[config.mk]
export PLATFORM = sky130hd
export DESIGN_NAME = axi_ram_port_bridge_flat
export DESIGN_NICKNAME = d
export VERILOG_FILES = /design/src/rtl/axi_ram_port_bridge_if.sv /design/src/rtl/axi_ram_port_bridge.sv /design/src/flat_wrapper.sv
export SDC_FILE = /design/constraint.sdc
export NUM_CORES = 1
export LEC_CHECK = 0
export CAP_MARGIN = 20
export CORE_AREA = 3 3 278 280
export DETAILED_ROUTE_END_ITERATION = 8
export DIE_AREA = 0 0 281 283
export HOLD_SLACK_MARGIN = 0.12
export SETUP_SLACK_MARGIN = 0.2
export SLEW_MARGIN = 30
export SYNTH_ARGS = -nofsm -noshare
export SYNTH_HDL_FRONTEND = slang
export SYNTH_SLANG_ARGS = --single-unit
[constraint.sdc]
create_clock -name clk -period 11.7 [get_ports clk]
set_clock_uncertainty 0.05 [all_clocks]
set_input_delay 1.755 -clock clk [delete_from_list [all_inputs] [get_ports clk]]
set_output_delay 1.755 -clock clk [all_outputs]
set_load 0.005 [all_outputs]
[src/rtl/axi_ram_port_bridge_if.sv]
// AXI4 slave-side bundle used by axi_ram_port_bridge.
// size and burst are implied (full width, INCR), so only id/addr/len travel on AW/AR.
interface axi_ram_port_bridge_if #(
   parameter int unsigned AXI_WIDTH      = 128,
   parameter int unsigned AXI_ADDR_WIDTH = 32,
   parameter int unsigned AXI_ID_WIDTH   = 6
);
   logic [AXI_ID_WIDTH-1:0]   awid;
   logic [AXI_ADDR_WIDTH-1:0] awaddr;
   logic [7:0]                awlen;
   logic                      awvalid;
   logic                      awready;

   logic [AXI_WIDTH-1:0]      wdata;
   logic [AXI_WIDTH/8-1:0]    wstrb;
   logic                      wlast;
   logic                      wvalid;
   logic                      wready;

   logic [AXI_ID_WIDTH-1:0]   bid;
   logic [1:0]                bresp;
   logic                      bvalid;
   logic                      bready;

   logic [AXI_ID_WIDTH-1:0]   arid;
   logic [AXI_ADDR_WIDTH-1:0] araddr;
   logic [7:0]                arlen;
   logic                      arvalid;
   logic                      arready;

   logic [AXI_ID_WIDTH-1:0]   rid;
   logic [AXI_WIDTH-1:0]      rdata;
   logic [1:0]                rresp;
   logic                      rlast;
   logic                      rvalid;
   logic                      rready;

   modport slave (
      input  awid, awaddr, awlen, awvalid, output awready,
      input  wdata, wstrb, wlast, wvalid,  output wready,
      output bid, bresp, bvalid,           input  bready,
      input  arid, araddr, arlen, arvalid, output arready,
      output rid, rdata, rresp, rlast, rvalid, input rready
   );

   modport master (
      output awid, awaddr, awlen, awvalid, input  awready,
      output wdata, wstrb, wlast, wvalid,  input  wready,
      input  bid, bresp, bvalid,           output bready,
      output arid, araddr, arlen, arvalid, input  arready,
      input  rid, rdata, rresp, rlast, rvalid, output rready
   );
endinterface

[src/rtl/axi_ram_port_bridge.sv]
// AXI4 INCR-burst slave driving a simple 1-cycle-latency RAM port.
// Independent read and write engines, one outstanding burst each.
module axi_ram_port_bridge #(
   parameter int unsigned AXI_WIDTH      = 128,
   parameter int unsigned AXI_ADDR_WIDTH = 32,
   parameter int unsigned AXI_ID_WIDTH   = 6,
   localparam int unsigned LSB           = $clog2(AXI_WIDTH) - 3,
   localparam int unsigned WAW           = AXI_ADDR_WIDTH - LSB
) (
   input  logic                   clk,
   input  logic                   rst,
   axi_ram_port_bridge_if.slave   s_axi,
   output logic                   o_mem_ren,
   output logic [WAW-1:0]         o_mem_raddr,
   input  logic [AXI_WIDTH-1:0]   i_mem_rdata,
   output logic                   o_mem_wen,
   output logic [WAW-1:0]         o_mem_waddr,
   output logic [AXI_WIDTH-1:0]   o_mem_wdata,
   output logic [AXI_WIDTH/8-1:0] o_mem_wstrb
);

   localparam logic [1:0] RESP_OKAY   = 2'b00;
   localparam logic [1:0] RESP_SLVERR = 2'b10;

   typedef enum logic [1:0] {StWIdle, StWData, StWResp} w_state_e;
   typedef enum logic {StRIdle, StRBurst} r_state_e;

   // Holds the address-ready outputs low until the first edge after reset release.
   logic r_rst_done;

   always_ff @(posedge clk or posedge rst) begin
      if (rst) r_rst_done <= 1'b0;
      else     r_rst_done <= 1'b1;
   end

   logic w_unused_addr_lsbs;
   assign w_unused_addr_lsbs = ^{s_axi.awaddr[LSB-1:0], s_axi.araddr[LSB-1:0]};

   // ---------------- write engine ----------------
   w_state_e                r_wstate, w_wstate_next;
   logic [AXI_ID_WIDTH-1:0] r_awid;
   logic [WAW-1:0]          r_waddr;
   logic [7:0]              r_wlen;
   logic [7:0]              r_wbeat;
   logic [1:0]              r_bresp;
   logic                    w_aw_hs;
   logic                    w_w_hs;
   logic                    w_w_final_beat;
   logic                    w_w_end;

   always_comb begin
      w_wstate_next  = r_wstate;
      s_axi.awready  = 1'b0;
      s_axi.wready   = 1'b0;
      s_axi.bvalid   = 1'b0;
      o_mem_wen      = 1'b0;
      w_aw_hs        = 1'b0;
      w_w_hs         = 1'b0;
      w_w_final_beat = (r_wbeat == r_wlen);
      w_w_end        = s_axi.wlast || w_w_final_beat;
      unique case (r_wstate)
         StWIdle: begin
            s_axi.awready = r_rst_done;
            w_aw_hs       = r_rst_done && s_axi.awvalid;
            if (w_aw_hs) w_wstate_next = StWData;
         end
         StWData: begin
            s_axi.wready = 1'b1;
            w_w_hs       = s_axi.wvalid;
            o_mem_wen    = s_axi.wvalid;
            if (w_w_hs && w_w_end) w_wstate_next = StWResp;
         end
         StWResp: begin
            s_axi.bvalid = 1'b1;
            if (s_axi.bready) w_wstate_next = StWIdle;
         end
         default: w_wstate_next = StWIdle;
      endcase
   end

   always_ff @(posedge clk or posedge rst) begin
      if (rst) begin
         r_wstate <= StWIdle;
         r_awid   <= '0;
         r_waddr  <= '0;
         r_wlen   <= '0;
         r_wbeat  <= '0;
         r_bresp  <= RESP_OKAY;
      end else begin
         r_wstate <= w_wstate_next;
         if (w_aw_hs) begin
            r_awid  <= s_axi.awid;
            r_waddr <= s_axi.awaddr[AXI_ADDR_WIDTH-1:LSB];
            r_wlen  <= s_axi.awlen;
            r_wbeat <= '0;
         end else if (w_w_hs) begin
            r_waddr <= r_waddr + 1'b1;
            r_wbeat <= r_wbeat + 8'd1;
            // Early wlast and missing wlast both end the burst with SLVERR.
            if (w_w_end) begin
               r_bresp <= (s_axi.wlast && w_w_final_beat) ? RESP_OKAY : RESP_SLVERR;
            end
         end
      end
   end

   assign o_mem_waddr = r_waddr;
   assign o_mem_wdata = s_axi.wdata;
   assign o_mem_wstrb = s_axi.wstrb;
   assign s_axi.bid   = r_awid;
   assign s_axi.bresp = r_bresp;

   // ---------------- read engine ----------------
   r_state_e                r_rstate, w_rstate_next;
   logic [AXI_ID_WIDTH-1:0] r_arid;
   logic [WAW-1:0]          r_raddr;
   logic [8:0]              r_rremain;
   logic                    r_inflight;
   logic                    r_inflight_last;
   logic [AXI_WIDTH-1:0]    r_fifo_data [2];
   logic [1:0]              r_fifo_last;
   logic                    r_rd_ptr;
   logic                    r_wr_ptr;
   logic [1:0]              r_count;
   logic                    w_ar_hs;
   logic                    w_empty;
   logic                    w_push;
   logic                    w_pop;
   logic                    w_store;
   logic                    w_deq;
   logic                    w_rlast;

   // Fall-through FIFO: returning RAM data is visible the cycle it arrives.
   assign w_empty       = (r_count == 2'd0);
   assign w_push        = r_inflight;
   assign s_axi.rvalid  = !w_empty || w_push;
   assign w_pop         = s_axi.rvalid && s_axi.rready;
   assign w_store       = w_push && !(w_pop && w_empty);
   assign w_deq         = w_pop && !w_empty;
   assign w_rlast       = w_empty ? r_inflight_last : r_fifo_last[r_rd_ptr];
   assign s_axi.rdata   = w_empty ? i_mem_rdata : r_fifo_data[r_rd_ptr];
   assign s_axi.rlast   = w_rlast;
   assign s_axi.rid     = r_arid;
   assign s_axi.rresp   = RESP_OKAY;
   assign o_mem_raddr   = r_raddr;

   always_comb begin
      w_rstate_next = r_rstate;
      s_axi.arready = 1'b0;
      o_mem_ren     = 1'b0;
      w_ar_hs       = 1'b0;
      unique case (r_rstate)
         StRIdle: begin
            s_axi.arready = r_rst_done;
            w_ar_hs       = r_rst_done && s_axi.arvalid;
            if (w_ar_hs) w_rstate_next = StRBurst;
         end
         StRBurst: begin
            o_mem_ren = (r_rremain != 9'd0) &&
                        (({1'b0, r_count} + {2'b00, r_inflight}) < 3'd2);
            if (w_pop && w_rlast) w_rstate_next = StRIdle;
         end
      endcase
   end

   always_ff @(posedge clk or posedge rst) begin
      if (rst) begin
         r_rstate        <= StRIdle;
         r_arid          <= '0;
         r_raddr         <= '0;
         r_rremain       <= '0;
         r_inflight      <= 1'b0;
         r_inflight_last <= 1'b0;
         r_fifo_last     <= '0;
         r_rd_ptr        <= 1'b0;
         r_wr_ptr        <= 1'b0;
         r_count         <= '0;
      end else begin
         r_rstate        <= w_rstate_next;
         r_inflight      <= o_mem_ren;
         r_inflight_last <= o_mem_ren && (r_rremain == 9'd1);
         if (w_ar_hs) begin
            r_arid    <= s_axi.arid;
            r_raddr   <= s_axi.araddr[AXI_ADDR_WIDTH-1:LSB];
            r_rremain <= {1'b0, s_axi.arlen} + 9'd1;
         end else if (o_mem_ren) begin
            r_raddr   <= r_raddr + 1'b1;
            r_rremain <= r_rremain - 9'd1;
         end
         if (w_store) begin
            r_fifo_last[r_wr_ptr] <= r_inflight_last;
            r_wr_ptr              <= ~r_wr_ptr;
         end
         if (w_deq) r_rd_ptr <= ~r_rd_ptr;
         r_count <= r_count + {1'b0, w_store} - {1'b0, w_deq};
      end
   end

   always_ff @(posedge clk) begin
      if (w_store) r_fifo_data[r_wr_ptr] <= i_mem_rdata;
   end

   a_fifo_no_overflow: assert property (@(posedge clk) disable iff (rst)
      !(w_store && !w_deq && (r_count == 2'd2)));

endmodule

[src/flat_wrapper.sv]
// flat-port wrapper written by rule: the top's interface ports become plain ports
module axi_ram_port_bridge_flat 
#(
   parameter int unsigned AXI_WIDTH      = 128,
   parameter int unsigned AXI_ADDR_WIDTH = 32,
   parameter int unsigned AXI_ID_WIDTH   = 6,
   localparam int unsigned LSB           = $clog2(AXI_WIDTH) - 3,
   localparam int unsigned WAW           = AXI_ADDR_WIDTH - LSB
)
  (clk, rst, o_mem_ren, o_mem_raddr, i_mem_rdata, o_mem_wen, o_mem_waddr, o_mem_wdata, o_mem_wstrb, s_axi_awid, s_axi_awaddr, s_axi_awlen, s_axi_awvalid, s_axi_awready, s_axi_wdata, s_axi_wstrb, s_axi_wlast, s_axi_wvalid, s_axi_wready, s_axi_bid, s_axi_bresp, s_axi_bvalid, s_axi_bready, s_axi_arid, s_axi_araddr, s_axi_arlen, s_axi_arvalid, s_axi_arready, s_axi_rid, s_axi_rdata, s_axi_rresp, s_axi_rlast, s_axi_rvalid, s_axi_rready);
  axi_ram_port_bridge_if #(.AXI_WIDTH(AXI_WIDTH), .AXI_ADDR_WIDTH(AXI_ADDR_WIDTH), .AXI_ID_WIDTH(AXI_ID_WIDTH)) s_axi_i ();
  input  logic clk;
  input  logic rst;
  output logic o_mem_ren;
  output logic [WAW-1:0] o_mem_raddr;
  input  logic [AXI_WIDTH-1:0] i_mem_rdata;
  output logic o_mem_wen;
  output logic [WAW-1:0] o_mem_waddr;
  output logic [AXI_WIDTH-1:0] o_mem_wdata;
  output logic [AXI_WIDTH/8-1:0] o_mem_wstrb;
  input wire logic [$bits(s_axi_i.awid)-1:0] s_axi_awid;
  input wire logic [$bits(s_axi_i.awaddr)-1:0] s_axi_awaddr;
  input wire logic [$bits(s_axi_i.awlen)-1:0] s_axi_awlen;
  input wire logic [$bits(s_axi_i.awvalid)-1:0] s_axi_awvalid;
  output wire logic [$bits(s_axi_i.awready)-1:0] s_axi_awready;
  input wire logic [$bits(s_axi_i.wdata)-1:0] s_axi_wdata;
  input wire logic [$bits(s_axi_i.wstrb)-1:0] s_axi_wstrb;
  input wire logic [$bits(s_axi_i.wlast)-1:0] s_axi_wlast;
  input wire logic [$bits(s_axi_i.wvalid)-1:0] s_axi_wvalid;
  output wire logic [$bits(s_axi_i.wready)-1:0] s_axi_wready;
  output wire logic [$bits(s_axi_i.bid)-1:0] s_axi_bid;
  output wire logic [$bits(s_axi_i.bresp)-1:0] s_axi_bresp;
  output wire logic [$bits(s_axi_i.bvalid)-1:0] s_axi_bvalid;
  input wire logic [$bits(s_axi_i.bready)-1:0] s_axi_bready;
  input wire logic [$bits(s_axi_i.arid)-1:0] s_axi_arid;
  input wire logic [$bits(s_axi_i.araddr)-1:0] s_axi_araddr;
  input wire logic [$bits(s_axi_i.arlen)-1:0] s_axi_arlen;
  input wire logic [$bits(s_axi_i.arvalid)-1:0] s_axi_arvalid;
  output wire logic [$bits(s_axi_i.arready)-1:0] s_axi_arready;
  output wire logic [$bits(s_axi_i.rid)-1:0] s_axi_rid;
  output wire logic [$bits(s_axi_i.rdata)-1:0] s_axi_rdata;
  output wire logic [$bits(s_axi_i.rresp)-1:0] s_axi_rresp;
  output wire logic [$bits(s_axi_i.rlast)-1:0] s_axi_rlast;
  output wire logic [$bits(s_axi_i.rvalid)-1:0] s_axi_rvalid;
  input wire logic [$bits(s_axi_i.rready)-1:0] s_axi_rready;
  assign s_axi_i.awid = s_axi_awid;
  assign s_axi_i.awaddr = s_axi_awaddr;
  assign s_axi_i.awlen = s_axi_awlen;
  assign s_axi_i.awvalid = s_axi_awvalid;
  assign s_axi_awready = s_axi_i.awready;
  assign s_axi_i.wdata = s_axi_wdata;
  assign s_axi_i.wstrb = s_axi_wstrb;
  assign s_axi_i.wlast = s_axi_wlast;
  assign s_axi_i.wvalid = s_axi_wvalid;
  assign s_axi_wready = s_axi_i.wready;
  assign s_axi_bid = s_axi_i.bid;
  assign s_axi_bresp = s_axi_i.bresp;
  assign s_axi_bvalid = s_axi_i.bvalid;
  assign s_axi_i.bready = s_axi_bready;
  assign s_axi_i.arid = s_axi_arid;
  assign s_axi_i.araddr = s_axi_araddr;
  assign s_axi_i.arlen = s_axi_arlen;
  assign s_axi_i.arvalid = s_axi_arvalid;
  assign s_axi_arready = s_axi_i.arready;
  assign s_axi_rid = s_axi_i.rid;
  assign s_axi_rdata = s_axi_i.rdata;
  assign s_axi_rresp = s_axi_i.rresp;
  assign s_axi_rlast = s_axi_i.rlast;
  assign s_axi_rvalid = s_axi_i.rvalid;
  assign s_axi_i.rready = s_axi_rready;
  axi_ram_port_bridge #(.AXI_WIDTH(AXI_WIDTH), .AXI_ADDR_WIDTH(AXI_ADDR_WIDTH), .AXI_ID_WIDTH(AXI_ID_WIDTH)) u_core (.clk(clk), .rst(rst), .s_axi(s_axi_i), .o_mem_ren(o_mem_ren), .o_mem_raddr(o_mem_raddr), .i_mem_rdata(i_mem_rdata), .o_mem_wen(o_mem_wen), .o_mem_waddr(o_mem_waddr), .o_mem_wdata(o_mem_wdata), .o_mem_wstrb(o_mem_wstrb));
endmodule
==> results of run 1 <==
-- synth_stat cells (all sizes together), types with 2 or more instances --
cell	instances
o21ai	165
a311oi	2
a211oi	3
xor2	14
nand3	33
nor2b	6
a22oi	5
and3	13
conb	2
nor2	41
edfxtp	256
nand3b	4
nand2	272
nor3	16
clkbuf	34
a21oi	17
ha	8
mux2i	131
or3	6
nor3b	3
nand4	23
or4	2
and4	6
a21o	3
a32oi	2
nor4	15
o311ai	8
o221a	2
buf	183
dfrtp	106
o221ai	2
o211ai	10
and2	10
a221o	3
inv	12
xnor2	34
a31oi	10
mux2	3
-- logic make-up after synthesis --
kind of cell / share of synthesized area
other cells: 0.000435
mux: 0.0780
fa+ha+maj: 0.00580
simple gates: 0.126
flops: 0.600
compound gates: 0.0802
buf+inv: 0.0852
xor+xnor: 0.0244
-- per-stage QoR --
stage	worst slack (ns)	instances	util	power (mW)
after detailed placement	5.67	2669	0.287	4.57
after floorplan	2.87	1479	-	3.25
after global placement	5.69	2667	0.287	4.53
after CTS	5.67	2745	0.306	5.94
after global routing	5.50	2747	0.307	6.23
final	5.65	2747	0.307	5.85
-- metal layers --
metal / vias to the layer above / wire length (um)
met3: 88 / 6420
li1: 5711 / -
met1: 5719 / 21400
met5: - / 167
met2: 607 / 22200
met4: 10 / 1070
-- final cells by class --
class,count,share of cell area
inverters,13,0.00224
clock buffers,54,0.0506
multi-input cells,887,0.239
well taps,969,0.0529
repair buffers,440,0.194
clock inverters,22,0.0102
flip-flops and latches,362,0.451
-- power by group through the flow --
stage                     logic [mW]  registers [mW]  clock network, mW
after floorplan                 1.16            2.10                  0
after global placement          2.38            2.15                  0
after detailed placement        2.44            2.14                  0
after CTS                       2.44            2.12               1.38
after global routing            2.64            2.17               1.43
final                           2.41            2.11               1.32
-- critical path: cells and delay by family --
kind,cells,cell delay [ns]
and+or+nand+nor,1,0.55
buffers and inverters,3,1.93
-- final timing paths --
kind	to	slack [ns]
hold reg to reg	u_core.s_axi.bid[0]$_DFFE_PP0P_	0.42
hold / removal	u_core.s_axi.bid[0]$_DFFE_PP0P_	0.42
max in group asynchronous	u_core.o_mem_waddr[14]$_DFFE_PP0P_	8.74
min in group asynchronous	u_core.o_mem_raddr[22]$_DFFE_PP0P_	1.65
setup reg to reg	u_core.r_fifo_data[1][86]$_DFFE_PP_	8.21
setup / recovery	o_mem_wen	5.65
-- registers in the layout, indices dropped and copies added, names as in the netlist --
name	count
u_core.r_rd_ptr	1
u_core.r_rst_done	1
u_core.r_wlen	8
u_core.r_inflight	1
u_core.r_inflight_last	1
u_core.r_wr_ptr	1
u_core.r_wstate	2
u_core.r_rstate	1
u_core.r_fifo_last	2
u_core.r_wbeat	8
u_core.o_mem_waddr	28
u_core.o_mem_raddr	28
u_core.s_axi.bid	6
u_core.s_axi.rid	6
u_core.r_fifo_data	256
u_core.s_axi.bresp	1
u_core.r_rremain	9
u_core.r_count	2
==> results.md, run 1 <==
* Most frequent cell on the critical path: sky130_fd_sc_hd__clkdlybuf4s50_1
* Crit path cell chain: clkdlybuf4s50_1 > nand3b_2 > clkinv_1 > clkdlybuf4s50_1
* Synth Register Bits at about 360
* Routed length per instance at 18.6 um
* Met3 track utilization from global routing at 0.0682
* Overflow left after global routing at 0
* Initial antenna violation count at 7
* Hold WC Path Type: flip-flop to flip-flop
* Sequential power share at 0.362
* Share of flip-flops with an asynchronous set or reset at 0.293
* Area of all sequential standard cells at just over 0.01 mm2
* Diodes inserted at 0
* Number of primary I/O pins at around 720
* Sw Pwr at 1.97 mW
* Remaining antenna violation count at 0
* Worst hold slack at 0.423 ns
* Proportion of synthesized chip area in sequential cells at 0.600
* Leakage power at 8.23 nW
* First-iteration detailed-routing DRC count at 756
* Overall via count from detail_route at 12.1k
* Setup TNS Final at 0 ns
* Unrepaired setup endpoints after global routing: no
* Leading cell type in the layout, fill and taps excluded: sky130_fd_sc_hd__clkdlybuf4s50_1
* Total power per unit cell area at roughly 260 mW/mm2
* Vias in the first global route at 12.2k
* Arrival time at the worst endpoint at 4.24 ns
* Router iterations before antenna repair at 6
* Number of maximum-capacitance violations at 0
* EDFF count, synth at about 260
* Cell accounting for the most synthesized area: sky130_fd_sc_hd__edfxtp_1
* Initial Util at 0.231
* Clk pin slew, worst setup/hold paths at roughly 0.060 ns
* Cell Int Power at 3.88 mW
* Filler Cells Inserted at roughly 7.5k
* All-layer global routing usage at 0.123
* Gr busiest metal: met2
* Max Transition Viols Final at 0
* Area of the core region at 0.0747 mm2
* Clk pwr share at 0.226
* Die outline width at 281 um
* Measured slew at the worst slew-check pin at 0.862 ns
* Post-cts hold buffer count at 0
* Multi-input combinational cell area at 0.00548 mm2
* Total count of hold-check failures in the final report at 0
* Count of mapped cells out of synthesis at 1,477
* Post-synthesis cell type count at 68
* Result of the run: completed
* Reg2reg path depth at 5
* Main synth FF type: sky130_fd_sc_hd__edfxtp_1
* Worst setup path startpoint: s_axi_wvalid
* Std cell rows at 100
* Final HPWL DP at between 30,000 and 40,000 um
* Worst path required time at between 9 and 10 ns
* Clock latency at the later pin of the worst-skew pair at 0.55 ns
* Design area at 0.0229 mm2
* Buffers from clock root to sink, at most at 3
* Largest net degree at the start of global routing at ~260
* DP Area at 0.0215 mm2
* GPL Wtd Cong at between 0.8 and 0.9
* Worst vdd ir at ~0.00013 V
* Per-cell via count in the routed design at 4.42
* Max incr delay on CP at about 0.83 ns
* Critical Path Start Type: primary input
* Minimum period implied by the final worst setup slack at between 6 and 7 ns
* Number of gates resized after CTS at 0
* Cts bufs inserted at 42
* Min-delay src: u_core.s_axi.bid[0]$_DFFE_PP0P_
* Setup Fix Bufs, Post-CTS at 0
* Startpoint of the worst-slack reg-to-reg timing path: u_core.r_count[1]$_DFF_PP0_
* Cell types occupying the most area after synthesis: sky130_fd_sc_hd__edfxtp_1 (45%), sky130_fd_sc_hd__dfrtp_1 (15%), sky130_fd_sc_hd__mux2i_1 (7.6%), sky130_fd_sc_hd__buf_4 (6.4%), sky130_fd_sc_hd__nand2_1 (5.9%)
* Post-Synthesis Cell Area at ~0.017 mm2
* Met1 Usage GRT at 0.154
* Net switching fraction of the power at 0.337
* CP max FO at 27
* Die H at roughly 280 um
* CTS tree: built
* Area growth from synthesis to layout at 32.9%
* Capturing element type of the critical path: output pin
* Total Routed Length at 51,200 um
* Max Freq at 165 MHz
* Total number of nets in the final design at 2,126
* Area of the die at between 0.07 and 0.08 mm2
* Worst Hold Depth at 2
* Clk sinks at 362
* Count of buffers inserted at the top-level ports at 424
* Final critical-path share of the clock period at 0.517
* Leading cell types in the layout, fill and taps excluded: sky130_fd_sc_hd__clkdlybuf4s50_1 (424), sky130_fd_sc_hd__nand2_1 (271), sky130_fd_sc_hd__edfxtp_1 (256)
* Mean instance size in the synthesized netlist at roughly 12 um2
* Part of the total power dissipated in combinational logic at 0.412
* Category of the critical setup timing path: primary input to output pin
* Final setup viols at 0
* Slowest stage cell, crit path: sky130_fd_sc_hd__clkinv_1
* Count of H-tree levels built during CTS at 2
* Clock tree root buffer cell: sky130_fd_sc_hd__clkbuf_16
* Met2 usage in global routing at 0.184
* Normalized max-slew margin at 0.425
* Global-route wire length before repair at roughly 77,000 um
* Yosys warning total at 0
* Area share of the largest cell type after synthesis at 0.446
* Post-route DRC at 0
* Share of post-route cells with drive strength above 1 at 0.0630
(Power assumes the default switching activity.)
==> run 2, diff against run 1 <==
--- a/config.mk
+++ b/config.mk
@@ -6,9 +6,9 @@
 export NUM_CORES = 1
 export LEC_CHECK = 0
 export CAP_MARGIN = 20
-export CORE_AREA = 3 3 278 280
+export CORE_AREA = 3 3 279 281
 export DETAILED_ROUTE_END_ITERATION = 8
-export DIE_AREA = 0 0 281 283
+export DIE_AREA = 0 0 282 284
 export HOLD_SLACK_MARGIN = 0.12
 export SETUP_SLACK_MARGIN = 0.2
 export SLEW_MARGIN = 30
==> constraint.sdc (replaced) <==
create_clock -name clk -period 5.5 [get_ports clk]
set_clock_uncertainty 0.05 [all_clocks]
set_input_delay 0.825 -clock clk [delete_from_list [all_inputs] [get_ports clk]]
set_output_delay 0.825 -clock clk [all_outputs]
set_load 0.005 [all_outputs]
==> run 2 against run 1 <==
Effect of this change: clock-buffer cell count is the same; global-route usage shrank 0.060 points; critical path depth did not move.
==> results.md, run 2 (synthesis results as in run 1) <==
* Max Freq at 249 MHz
* Worst hold slack at 0.426 ns (was 0.423 ns)
* Router iterations before antenna repair at 5 (was 6)
* Unrepaired setup endpoints after global routing: no (unchanged)
* Measured slew at the worst slew-check pin at 0.860 ns (was 0.862 ns)
* Worst setup path startpoint: u_core.r_rd_ptr$_DFFE_PP0P_ (was s_axi_wvalid)
* Cts bufs inserted at 44 (was 42)
* Number of primary I/O pins at 724 (unchanged)
* Setup Fix Bufs, Post-CTS at 0 (unchanged)
* Final HPWL DP at 36,600 um (was 36,100 um)
* Result of the run: completed (unchanged)
* First-iteration detailed-routing DRC count at 650 (was 756)
* Capturing element type of the critical path: output pin (unchanged)
* Clock tree root buffer cell: sky130_fd_sc_hd__clkbuf_16 (unchanged)
* Max Transition Viols Final at 0 (unchanged)
* Arrival time at the worst endpoint at 3.14 ns (was 4.24 ns)
* Buffers from clock root to sink, at most at 3 (unchanged)
* Crit path cell chain: buf_4 > mux2i_1 > o21ai_0 > clkdlybuf4s50_1 (was clkdlybuf4s50_1 > nand3b_2 > clkinv_1 > clkdlybuf4s50_1)
* Startpoint of the worst-slack reg-to-reg timing path: u_core.r_count[1]$_DFF_PP0_ (unchanged)
* Final setup viols at 0 (unchanged)
* Area of the die at 0.0801 mm2 (was 0.0795 mm2)
* Setup slack of the worst register-to-register path at 2.38 ns (was 8.21 ns)
* CTS tree: built (unchanged)
* Logic depth of the worst setup path including buffers at 4 (unchanged)
* Setup TNS Final at 0 ns (unchanged)
* Post-route DRC at 0 (unchanged)
* Overall via count from detail_route at 12.3k (was 12.1k)
* Reg2reg path depth at 5 (unchanged)
* Clk sinks at 362 (unchanged)
* Total Routed Length at 51,500 um (was 51,200 um)
* Critical Path Start Type: flip-flop (was primary input)
* Routed length per instance at 18.6 um (about the same)
* Count of buffers inserted at the top-level ports at 424 (unchanged)
* Initial antenna violation count at 3 (was 7)
* Remaining antenna violation count at 0 (unchanged)
* Total power per unit cell area at 540 mW/mm2 (was 255 mW/mm2)
* Leading cell types in the layout, fill and taps excluded: sky130_fd_sc_hd__clkdlybuf4s50_1 (424), sky130_fd_sc_hd__nand2_1 (271), sky130_fd_sc_hd__edfxtp_1 (256) (unchanged)
* Area growth from synthesis to layout at 32.7% (was 32.9%)
* Leakage power at 8.21 nW (was 8.23 nW)
* Normalized max-slew margin at 0.426 (was 0.425)
* Category of the critical setup timing path: flip-flop to output pin (was primary input to output pin)
* Minimum period implied by the final worst setup slack at roughly 4.0 ns
* Final critical-path share of the clock period at 0.729
* Worst reg2reg path endpoint: u_core.r_fifo_data[1][67]$_DFFE_PP_ (was u_core.r_fifo_data[1][86]$_DFFE_PP_)
* Total count of hold-check failures in the final report at 0 (unchanged)
* Global-route wire length before repair at 76,900 um (was 76,600 um)
* Max incr delay on CP at 0.85 ns (was 0.83 ns)
* Most flops, register: u_core.r_fifo_data (unchanged)
* Largest net degree at the start of global routing at 133 (was 255)
* Count of H-tree levels built during CTS at 2 (unchanged)
* Clk pin slew, worst setup/hold paths at 0.07 ns (was 0.06 ns)
* Worst setup path endpoint: s_axi_rlast (was o_mem_wen)
* CP max FO at 34 (was 27)
* Number of flip-flops under the largest register name at 256 (unchanged)
* Total number of nets in the final design at 2,136 (was 2,126)
* All-layer global routing usage at 0.123 (about the same)
* Post-cts hold buffer count at 0 (unchanged)
* Overflow left after global routing at 0 (unchanged)
* Number of gates resized after CTS at 0 (unchanged)
* Worst path required time at 4.62 ns (was 9.90 ns)
* GPL Wtd Cong at 0.804 (was 0.808)
* Vias in the first global route at 12.6k (was 12.2k)
* Hold WC Path Type: flip-flop to flip-flop (unchanged)
* Number of maximum-capacitance violations at 0 (unchanged)
* Slowest stage cell, crit path: sky130_fd_sc_hd__dfrtp_4 (was sky130_fd_sc_hd__clkinv_1)
* Family with the most delay on the worst path: buffers and inverters (unchanged)
* Per-cell via count in the routed design at 4.44 (was 4.42)
* Leading cell type in the layout, fill and taps excluded: sky130_fd_sc_hd__clkdlybuf4s50_1 (unchanged)
* Die outline width at 282 um (was 281 um)
* Clock latency at the later pin of the worst-skew pair at 0.57 ns (was 0.55 ns)
* Std cell rows at 101 (was 100)
* Area of the core region at 0.0757 mm2 (was 0.0747 mm2)
* Die H at 284 um (was 283 um)
* Share of post-route cells with drive strength above 1 at 0.0658 (was 0.0630)
* Worst vdd ir at 0.000266 V (was 0.000132 V)
* Initial Util at 0.228 (was 0.231)
* Buffers & Inverters on Critical Path at 2 (was 3)
[run 2: per-layer routing]
layer  vias up  wire, um  GRT usage
met4         6      1140     0.0312
met2       609     23400      0.194
met3        74      6180     0.0633
met1      5901     20700      0.146
li1       5722         -          -
met5         -        83     0.0122
[run 2: area by class of cell]
class / count / area, um2
Fill cell: 7613 / 52800
Sequential cell: 362 / 10300
Multi-Input combinational cell: 887 / 5460
Timing Repair Buffer: 448 / 4470
Tap cell: 978 / 1220
Clock buffer: 54 / 1140
Clock inverter: 28 / 193
Inverter: 13 / 53.8
Antenna cell: 1 / 2.50
[run 2: how the worst min path moves through the flow]
stage                               startpoint                          endpoint  slack (ns)  cells past startpoint
6_report       u_core.s_axi.rid[1]$_DFFE_PP0P_   u_core.s_axi.rid[1]$_DFFE_PP0P_        0.43                      2
5_1_grt        u_core.s_axi.rid[5]$_DFFE_PP0P_   u_core.s_axi.rid[5]$_DFFE_PP0P_        0.46                      2
4_1_cts        u_core.s_axi.rid[1]$_DFFE_PP0P_   u_core.s_axi.rid[1]$_DFFE_PP0P_        0.43                      2
3_5_place_dp   u_core.s_axi.rid[2]$_DFFE_PP0P_   u_core.s_axi.rid[2]$_DFFE_PP0P_        0.42                      2
3_3_place_gp   u_core.s_axi.bid[3]$_DFFE_PP0P_   u_core.s_axi.bid[3]$_DFFE_PP0P_        0.42                      2
2_1_floorplan  u_core.r_rremain[3]$_DFFE_PP0P_  u_core.r_inflight_last$_DFF_PP0_        0.41                      1
[run 2: stage by stage]
stage	cell area [um2]	instances	setup WS, ns	util	power, mW
after CTS	22900	2770	1.30	0.302	12.6
after global placement	21600	2688	1.83	0.285	9.70
after floorplan	17300	1479	0.249	-	6.89
final	22900	2771	1.49	0.302	12.4
after detailed placement	21600	2688	1.83	0.285	9.80
after global routing	22900	2771	1.24	0.302	13.2
[run 2: power breakdown]
group / internal, mW / leakage, nW / switching [mW]
Clock: 1.53 / 0.644 / 1.18
Combinational: 2.68 / 3.90 / 2.45
Sequential: 3.90 / 3.66 / 0.616
Total: 8.11 / 8.21 / 4.25
[run 2: worst min-delay path, stage by stage (launching register included)]
cell and delay, ns:
sky130_fd_sc_hd__dfrtp_1 0.34, sky130_fd_sc_hd__nand2_1 0.05, sky130_fd_sc_hd__nand2_1 0.05
